File: config.mk
export PLATFORM = sky130hd
export DESIGN_NAME = bcd_seg_scan_flat
export DESIGN_NICKNAME = d
export VERILOG_FILES = /design/src/rtl/bcd_seg_scan_pkg.sv /design/src/rtl/bcd_seg_scan_if.sv /design/src/rtl/bcd_seg_scan_bcd_to_seg7.sv /design/src/rtl/bcd_seg_scan.sv /design/src/flat_wrapper.sv
export SDC_FILE = /design/constraint.sdc
export NUM_CORES = 1
export LEC_CHECK = 0
export BUFFER_PORTS_ARGS = -buffer_cell sky130_fd_sc_hd__buf_2
export CORE_MARGIN = 1
export CORE_UTILIZATION = 41
export DETAILED_ROUTE_END_ITERATION = 10
export PLACE_DENSITY = 0.67
export SYNTH_ARGS = -nofsm -noshare
export SYNTH_HDL_FRONTEND = slang
export SYNTH_SLANG_ARGS = --single-unit
export TNS_END_PERCENT = 100
File: constraint.sdc
create_clock -name clk -period 3.91 [get_ports clk]
set_input_delay 0.391 -clock clk [delete_from_list [all_inputs] [get_ports clk]]
set_output_delay 0.391 -clock clk [all_outputs]
set_load 0.005 [all_outputs]
File: src/rtl/bcd_seg_scan_pkg.sv
// rtl/bcd_seg_scan_pkg.sv - shared state encodings and 7-segment patterns
package bcd_seg_scan_pkg;

  typedef enum logic [1:0] {
    S_ONES = 2'd0,
    S_TENS = 2'd1,
    S_HUND = 2'd2
  } scan_state_t;

  // Active-low {g,f,e,d,c,b,a}
  localparam logic [6:0] SEG_BLANK = 7'h7F;
  localparam logic [6:0] SEG_DASH  = 7'h3F;
  localparam logic [6:0] SEG_0     = 7'h40;
  localparam logic [6:0] SEG_1     = 7'h79;
  localparam logic [6:0] SEG_2     = 7'h24;
  localparam logic [6:0] SEG_3     = 7'h30;
  localparam logic [6:0] SEG_4     = 7'h19;
  localparam logic [6:0] SEG_5     = 7'h12;
  localparam logic [6:0] SEG_6     = 7'h02;
  localparam logic [6:0] SEG_7     = 7'h78;
  localparam logic [6:0] SEG_8     = 7'h00;
  localparam logic [6:0] SEG_9     = 7'h10;

  localparam logic [2:0] AN_OFF  = 3'b111;
  localparam logic [2:0] AN_ONES = 3'b110;
  localparam logic [2:0] AN_TENS = 3'b101;
  localparam logic [2:0] AN_HUND = 3'b011;

endpackage

File: src/rtl/bcd_seg_scan_if.sv
// rtl/bcd_seg_scan_if.sv - converter-to-display bus with segment/anode outputs
interface bcd_seg_scan_if;
  logic       load;
  logic [3:0] bcd1;
  logic [7:0] bcd0;
  logic       blank_lz;
  logic [6:0] seg;
  logic [2:0] an;
  logic       err;

  modport master (
    output load, bcd1, bcd0, blank_lz,
    input  seg, an, err
  );

  modport slave (
    input  load, bcd1, bcd0, blank_lz,
    output seg, an, err
  );
endinterface

File: src/rtl/bcd_seg_scan_bcd_to_seg7.sv
// rtl/bcd_seg_scan_bcd_to_seg7.sv - BCD digit to active-low 7-segment pattern
module bcd_to_seg7
  import bcd_seg_scan_pkg::*;
(
  input  logic [3:0] i_digit,
  output logic [6:0] o_seg
);

  always_comb begin
    o_seg = SEG_DASH;
    case (i_digit)
      4'd0: o_seg = SEG_0;
      4'd1: o_seg = SEG_1;
      4'd2: o_seg = SEG_2;
      4'd3: o_seg = SEG_3;
      4'd4: o_seg = SEG_4;
      4'd5: o_seg = SEG_5;
      4'd6: o_seg = SEG_6;
      4'd7: o_seg = SEG_7;
      4'd8: o_seg = SEG_8;
      4'd9: o_seg = SEG_9;
      default: o_seg = SEG_DASH;
    endcase
  end

endmodule

File: src/rtl/bcd_seg_scan.sv
// rtl/bcd_seg_scan.sv - latches three BCD digits and scans them onto one 7-segment bus
module bcd_seg_scan
  import bcd_seg_scan_pkg::*;
#(
  parameter int SCAN_DIV = 50000,
  parameter int DIV_W    = 16
) (
  input  logic         clk,
  input  logic         rst_n,
  bcd_seg_scan_if.slave bus
);

  localparam logic [DIV_W-1:0] CNT_MAX = DIV_W'(SCAN_DIV - 1);

  logic [3:0]       r_h, r_t, r_o;
  logic [DIV_W-1:0] r_cnt;
  scan_state_t      r_state;
  scan_state_t      w_state_nxt;
  logic             w_tick;
  logic [3:0]       w_digit;
  logic [2:0]       w_an;
  logic             w_blank;
  logic [6:0]       w_dec;
  logic [6:0]       w_seg_nxt;
  logic             w_err;
  logic [6:0]       r_seg;
  logic [2:0]       r_an;
  logic             r_err;

  always_ff @(posedge clk or negedge rst_n) begin
    if (!rst_n) begin
      r_h <= 4'd0;
      r_t <= 4'd0;
      r_o <= 4'd0;
    end else if (bus.load) begin
      r_h <= bus.bcd1;
      r_t <= bus.bcd0[7:4];
      r_o <= bus.bcd0[3:0];
    end
  end

  assign w_tick = (r_cnt == CNT_MAX);

  always_ff @(posedge clk or negedge rst_n) begin
    if (!rst_n) begin
      r_cnt <= '0;
    end else if (w_tick) begin
      r_cnt <= '0;
    end else begin
      r_cnt <= r_cnt + 1'b1;
    end
  end

  always_ff @(posedge clk or negedge rst_n) begin
    if (!rst_n) begin
      r_state <= S_ONES;
    end else begin
      r_state <= w_state_nxt;
    end
  end

  always_comb begin
    w_state_nxt = S_ONES;
    case (r_state)
      S_ONES:  w_state_nxt = w_tick ? S_TENS : S_ONES;
      S_TENS:  w_state_nxt = w_tick ? S_HUND : S_TENS;
      S_HUND:  w_state_nxt = w_tick ? S_ONES : S_HUND;
      default: w_state_nxt = S_ONES;
    endcase
  end

  // Only a true zero suppresses; a dash (>9) in a leading slot stays visible.
  always_comb begin
    w_an    = AN_OFF;
    w_digit = r_o;
    w_blank = 1'b1;
    case (r_state)
      S_ONES: begin
        w_an    = AN_ONES;
        w_digit = r_o;
        w_blank = 1'b0;
      end
      S_TENS: begin
        w_an    = AN_TENS;
        w_digit = r_t;
        w_blank = bus.blank_lz && (r_h == 4'd0) && (r_t == 4'd0);
      end
      S_HUND: begin
        w_an    = AN_HUND;
        w_digit = r_h;
        w_blank = bus.blank_lz && (r_h == 4'd0);
      end
      default: begin
        w_an    = AN_OFF;
        w_digit = r_o;
        w_blank = 1'b1;
      end
    endcase
  end

  bcd_to_seg7 u_dec (
    .i_digit (w_digit),
    .o_seg   (w_dec)
  );

  assign w_seg_nxt = w_blank ? SEG_BLANK : w_dec;
  assign w_err     = (r_h > 4'd9) | (r_t > 4'd9) | (r_o > 4'd9);

  always_ff @(posedge clk or negedge rst_n) begin
    if (!rst_n) begin
      r_seg <= SEG_BLANK;
      r_an  <= AN_OFF;
      r_err <= 1'b0;
    end else begin
      r_seg <= w_seg_nxt;
      r_an  <= w_an;
      r_err <= w_err;
    end
  end

  assign bus.seg = r_seg;
  assign bus.an  = r_an;
  assign bus.err = r_err;

endmodule

File: src/flat_wrapper.sv
// flat-port wrapper written by rule: the top's interface ports become plain ports
module bcd_seg_scan_flat import bcd_seg_scan_pkg::*;
#(
  parameter int SCAN_DIV = 50000,
  parameter int DIV_W    = 16
)
  (clk, rst_n, bus_load, bus_bcd1, bus_bcd0, bus_blank_lz, bus_seg, bus_an, bus_err);
  bcd_seg_scan_if bus_i ();
  input  logic clk;
  input  logic rst_n;
  input wire logic [$bits(bus_i.load)-1:0] bus_load;
  input wire logic [$bits(bus_i.bcd1)-1:0] bus_bcd1;
  input wire logic [$bits(bus_i.bcd0)-1:0] bus_bcd0;
  input wire logic [$bits(bus_i.blank_lz)-1:0] bus_blank_lz;
  output wire logic [$bits(bus_i.seg)-1:0] bus_seg;
  output wire logic [$bits(bus_i.an)-1:0] bus_an;
  output wire logic [$bits(bus_i.err)-1:0] bus_err;
  assign bus_i.load = bus_load;
  assign bus_i.bcd1 = bus_bcd1;
  assign bus_i.bcd0 = bus_bcd0;
  assign bus_i.blank_lz = bus_blank_lz;
  assign bus_seg = bus_i.seg;
  assign bus_an = bus_i.an;
  assign bus_err = bus_i.err;
  bcd_seg_scan #(.SCAN_DIV(SCAN_DIV), .DIV_W(DIV_W)) u_core (.clk(clk), .rst_n(rst_n), .bus(bus_i));
endmodule
* Word-level counts from Yosys, hierarchy flattened
Memory sizes are Yosys's and may differ from the RTL's. Index checks and enable logic that the tools add are counted.
Storage, ports and cells: register bits 41, ROM bits 112, input bits 16, output and inout port bits 11, word-level logic and storage cells 32, memories kept 1
Operators by class: add/sub/neg operators 1, order comparisons 3, equal/unequal tests 3, muxes and demuxes 9, bitwise operators 2, reductions and logical operators 5
Memory list:
- (no name shown) | words 16, width 7, read ports 1, clocked after memory_dff 0, wr ports 0, RTL line bcd_seg_scan_bcd_to_seg7.sv:11 | case (i_digit)
Operators by type and width (number):
- 16-bit by 1-bit adder with 16-bit output, second input constant | 1
- 16-bit equality test, second input constant | 1
- 16-bit 2-to-1 mux | 1
- 4-bit > comparator, second input constant | 3
- 3-bit one-hot mux with 3 select lines | 1
- 4-bit logical NOT | 2
- 4-bit one-hot mux with 2 select lines | 1
- 7-bit 2-to-1 mux | 1
- 2-bit one-hot mux with 3 select lines | 1
- 2-bit 2-to-1 mux | 2
- 1-bit one-hot mux with 3 select lines | 1
- 2-bit by 1-bit equality test with 1-bit output, second input constant | 1
- 2-bit equality test, second input constant | 1
- 1-bit logical AND | 2
- 2-bit logical NOT | 1
- 1-bit bitwise OR | 2
- 1-bit 2-to-1 mux | 1

* Logic depth before layout (Yosys ltp)
word-level depth 5, gate-level depth with buffers 9, depth with buffers taken out 8

* Cells and area by module
From an unflattened synthesis, not the netlist that was laid out.
Second synthesis, totals: cells, all modules 182, area, all modules 2057.0 sq um
By module, submodules not included:
- bcd_seg_scan | times used 1, cells an instance 151, area an instance 1816.7 sq um, sequential area each 1038.5 sq um
- bcd_to_seg7 | times used 1, cells an instance 31, area an instance 240.2 sq um, sequential area each 0.0 sq um

* Least setup slack after synthesis
No wires, ideal clock.
path kind reg2reg, start register u_core.r_state[0], end register u_core.r_seg[3], in the netlist u_core.bus.seg[3], library setup time 0.067 ns, arrival time 1.923 ns, required time 3.843 ns, slack 1.921 ns, cell stages (with the launch flop) 10, path buffers 1, period minus slack after synthesis 1.989 ns, path through dfrtp_1 -> inv_1 -> ha_1 -> clkbuf_1 -> nor2_1 -> a21oi_1 -> inv_1 -> ha_1 -> a21o_1 -> nand4_1
Between the ends: longest elaborated chain between the ends 4, elaborated cells on any way between the ends 7, those cells by class eq/ne (2); mux (3); reduce/logical (1); memory (1)
Ends and longest elaborated chain:
- start, declared | RTL line bcd_seg_scan.sv:17 | scan_state_t r_state;
- start signal, assigned | RTL line bcd_seg_scan.sv:58 | r_state <= w_state_nxt;
- 2-bit equality test / 2-bit by 1-bit equality test with 1-bit output (equally long branches) | RTL line bcd_seg_scan.sv:77 | case (r_state)
- 4-bit one-hot mux with 2 select lines | RTL line bcd_seg_scan.sv:77
- memory 16 x 7 bit
- 7-bit 2-to-1 mux (*) | RTL line bcd_seg_scan.sv:106 | assign w_seg_nxt = w_blank ? SEG_BLANK : w_dec;
- net u_core.w_seg_nxt[3] | RTL line bcd_seg_scan.sv:24 | logic [6:0] w_seg_nxt;
- end signal, assigned | RTL line bcd_seg_scan.sv:115 | r_seg <= w_seg_nxt;
- end, declared | RTL line bcd_seg_scan.sv:26 | logic [6:0] r_seg;
Mark *: on every way through the listed nets, which the timed path passes. The rest lies on a longest branch. A chain may end at the register's enable or synchronous reset.

* Worst setup path after layout
start register u_core.r_state[0], end register u_core.r_seg[1], in the netlist u_core.bus.seg[1]
Same word-level chain as after synthesis.

==> results.cfg <==
[status]
status = finished clean

[detailed_routing]
post-route-drc-count = 0
wl_per_cell_um = 13.4
routed_wl_mm = 3.45
firstDrtPassIters = 6
vias = 1363
avgViaCountPerCell = 5.30
ant_nets = 0
drt_iter0_markers = 68

[worst_hold_path]
hold_class = in -> async

[setup_path]
arrival_ps = 2390
path_class = reg -> reg
cp.required_ps = 4110
critPathMaxFanout = 10
cp-end-kind = register
critPathLaunchType = register

[clocking]
clkTransAtPathRegs_ps = 80
clock_sink_count = 41
ctsResizeCount = 0
clk_latency_ps = 290
cts_buffers = 5
cts_hold_buffers = 0
post_cts_buffers = 0
cts_root_buf = clkbuf_8
h-tree-depth = 2
cts_tree = done
clock_path_buffers = 2

[sta]
fin_setup_tns_ps = 0
worst_slew_pin_slew_ps = 869
setup_viol = 0
fin_crit_sh_pct = 55.9
slew_violations = 0
final.setup_skew_ps = 8.37
finalHoldViolCount = 0
period_minus_slack_ps = 2190
grt_setup_unrepaired = false
fmaxAchievable_ghz = 0.457
slew_headroom_pct = 42.0

[yosys]
synth_edf_count = 0
ys.flop_type = dfrtp_1
syn_inst = 174
synth.distinct_cells = 36
yosys_register_bits = 41
synth_nets = 199
synth_largest_area_cell = dfrtp_1
yosysWarnings = 0
ys_async_sr_fraction_pct = 100
yosysSeqAreaShare_pct = 53.0
syn-cell-area_um2 = 1960
avgSynthCellArea_um2 = 11.3
synth_top_area_share_pct = 39.6
synth_area_leaders = dfrtp_1, dfstp_2, mux2_2

[layout]
drive_gt1_share_pct = 27.8
fill_cells = 403
layout.cells.most_common = dfrtp_1
num_antenna_cells = 0
seqCellArea_um2 = 1040
layout.nets = 229
multi_input_area_um2 = 865
syn2layout_area_growth_pct = 14.9
instances_no_fill = 257
layout_common_cells = dfrtp_1, buf_2, nor2_1

[floorplanning]
rows = 24
io_pins = 27
initial_core_util_pct = 43.8
die_y_um = 71.1
die_width_um = 71.1
core_area_um2 = 4470
dieArea_um2 = 5060

[flow_run]
cap_violations = 0

[grt]
track_usage_pct = 15.6
overflow = 0
grt_max_degree = 42
grt_pass1_vias = 1351
antenna_found_initial = 0
grt_first_pass_wirelength_mm = 6.07

[pwr]
powerDensity_nw_per_um2 = 403
pwr-share-clk_pct = 38.5
switching_share_pct = 22.3
comb_power_share_pct = 9.5
ir_worst_vdd_mv = 0.301
p_int_uw = 706
p_switching_uw = 202
p_leak_nw = 1.03
sequentialPowerShare_pct = 52.0

[placement]
hpwl_mm = 2.48
port_buffers = 26
dp_cells = 249
gp_congestion = 0.822
-- flip-flops by register name (all words and copies together), names as in the netlist --
register,count
u_core.r_state,2
u_core.bus.an,3
u_core.r_t,4
u_core.r_h,4
u_core.bus.err,1
u_core.r_o,4
u_core.r_cnt,16
u_core.bus.seg,7
-- final timing paths --
kind,slack [ps],depth (start not counted),end,start
setup / recovery,1720,8,u_core.bus.seg[1]$_DFF_PN1_,u_core.r_state[0]$_DFF_PN0_
hold / removal,210,1,u_core.r_cnt[13]$_DFF_PN0_,rst_n
setup reg to reg,1720,8,u_core.bus.seg[1]$_DFF_PN1_,u_core.r_state[0]$_DFF_PN0_
hold reg to reg,490,1,u_core.r_cnt[13]$_DFF_PN0_,u_core.r_cnt[13]$_DFF_PN0_
max in group asynchronous,3150,1,u_core.r_o[1]$_DFFE_PN0P_,rst_n
min in group clk,330,2,u_core.r_o[3]$_DFFE_PN0P_,bus_bcd0[3]
-- power groups by stage --
stage,Clock (mW),Combinational [mW],Sequential (mW)
floorplan,0,0.0476,0.478
global placement,0,0.0860,0.480
detailed placement,0,0.0875,0.481
CTS,0.358,0.0875,0.473
global route,0.373,0.0985,0.477
finish,0.350,0.0863,0.472
-- worst max-delay path, stage by stage, from the launching register on --
cell,delay [ps]
dfrtp_1,390
inv_1,90
ha_1,450
nor2_1,90
a21oi_1,380
inv_1,140
ha_1,320
nor2_1,40
o21ai_0,200
-- layer usage --
| layer | vias up | global-route usage [%] | part of all wire [%] |
|---|---|---|---|
| li1 | 675 | - | - |
| met3 | 4 | 4.13 | 5.0 |
| met4 | 0 | 6.00 | 1.3 |
| met5 | - | 0 | 0 |
| met2 | 39 | 23.0 | 43 |
| met1 | 645 | 22.1 | 50 |
-- Yosys cell counts, types with 2 or more instances --
cell type  instances
a211oi_1           2
a21o_1             4
a21oi_1            6
a22oi_1            5
and3_1             2
dfrtp_1           31
dfstp_2           10
ha_1               9
inv_1             10
mux2_2            12
mux2i_1            2
nand2_1            8
nand3_1            9
nand4_1            5
nor2_1            15
nor3_1             3
o21ai_0           11
or4_1              3
xnor2_1            4
xor2_1             7
-- kinds of logic after synthesis --
family | synth area share [%]
adder cells (fa/ha/maj) | 5.75
AO/OA/AOI/OAI | 9.90
AND/OR/NAND/NOR | 15.6
flip-flops | 53.0
buffers and inverters | 2.87
XOR/XNOR | 4.92
multiplexers | 7.92
-- layout make-up --
cell class | count | share of cell area, %
timing repair buffer | 26 | 5.78
tap | 52 | 2.89
inverter | 10 | 1.67
sequential | 41 | 46.1
clock inverter | 1 | 1.33
clock buffer | 7 | 3.83
multi-input combinational | 120 | 38.4
-- through the flow --
| stage | power (mW) | hold WS (ps) | utilization (%) | setup slack (ps) | cell area, um2 |
|---|---|---|---|---|---|
| floorplan | 0.526 | 95.4 | - | 1920 | 1960 |
| global placement | 0.566 | 487 | 47.7 | 1860 | 2140 |
| CTS | 0.919 | 241 | 50.3 | 1730 | 2250 |
| detailed placement | 0.568 | 485 | 47.7 | 1770 | 2140 |
| global route | 0.948 | 305 | 50.3 | 1540 | 2250 |
| finish | 0.908 | 210 | 50.3 | 1720 | 2250 |
(Power assumes the default switching activity.)
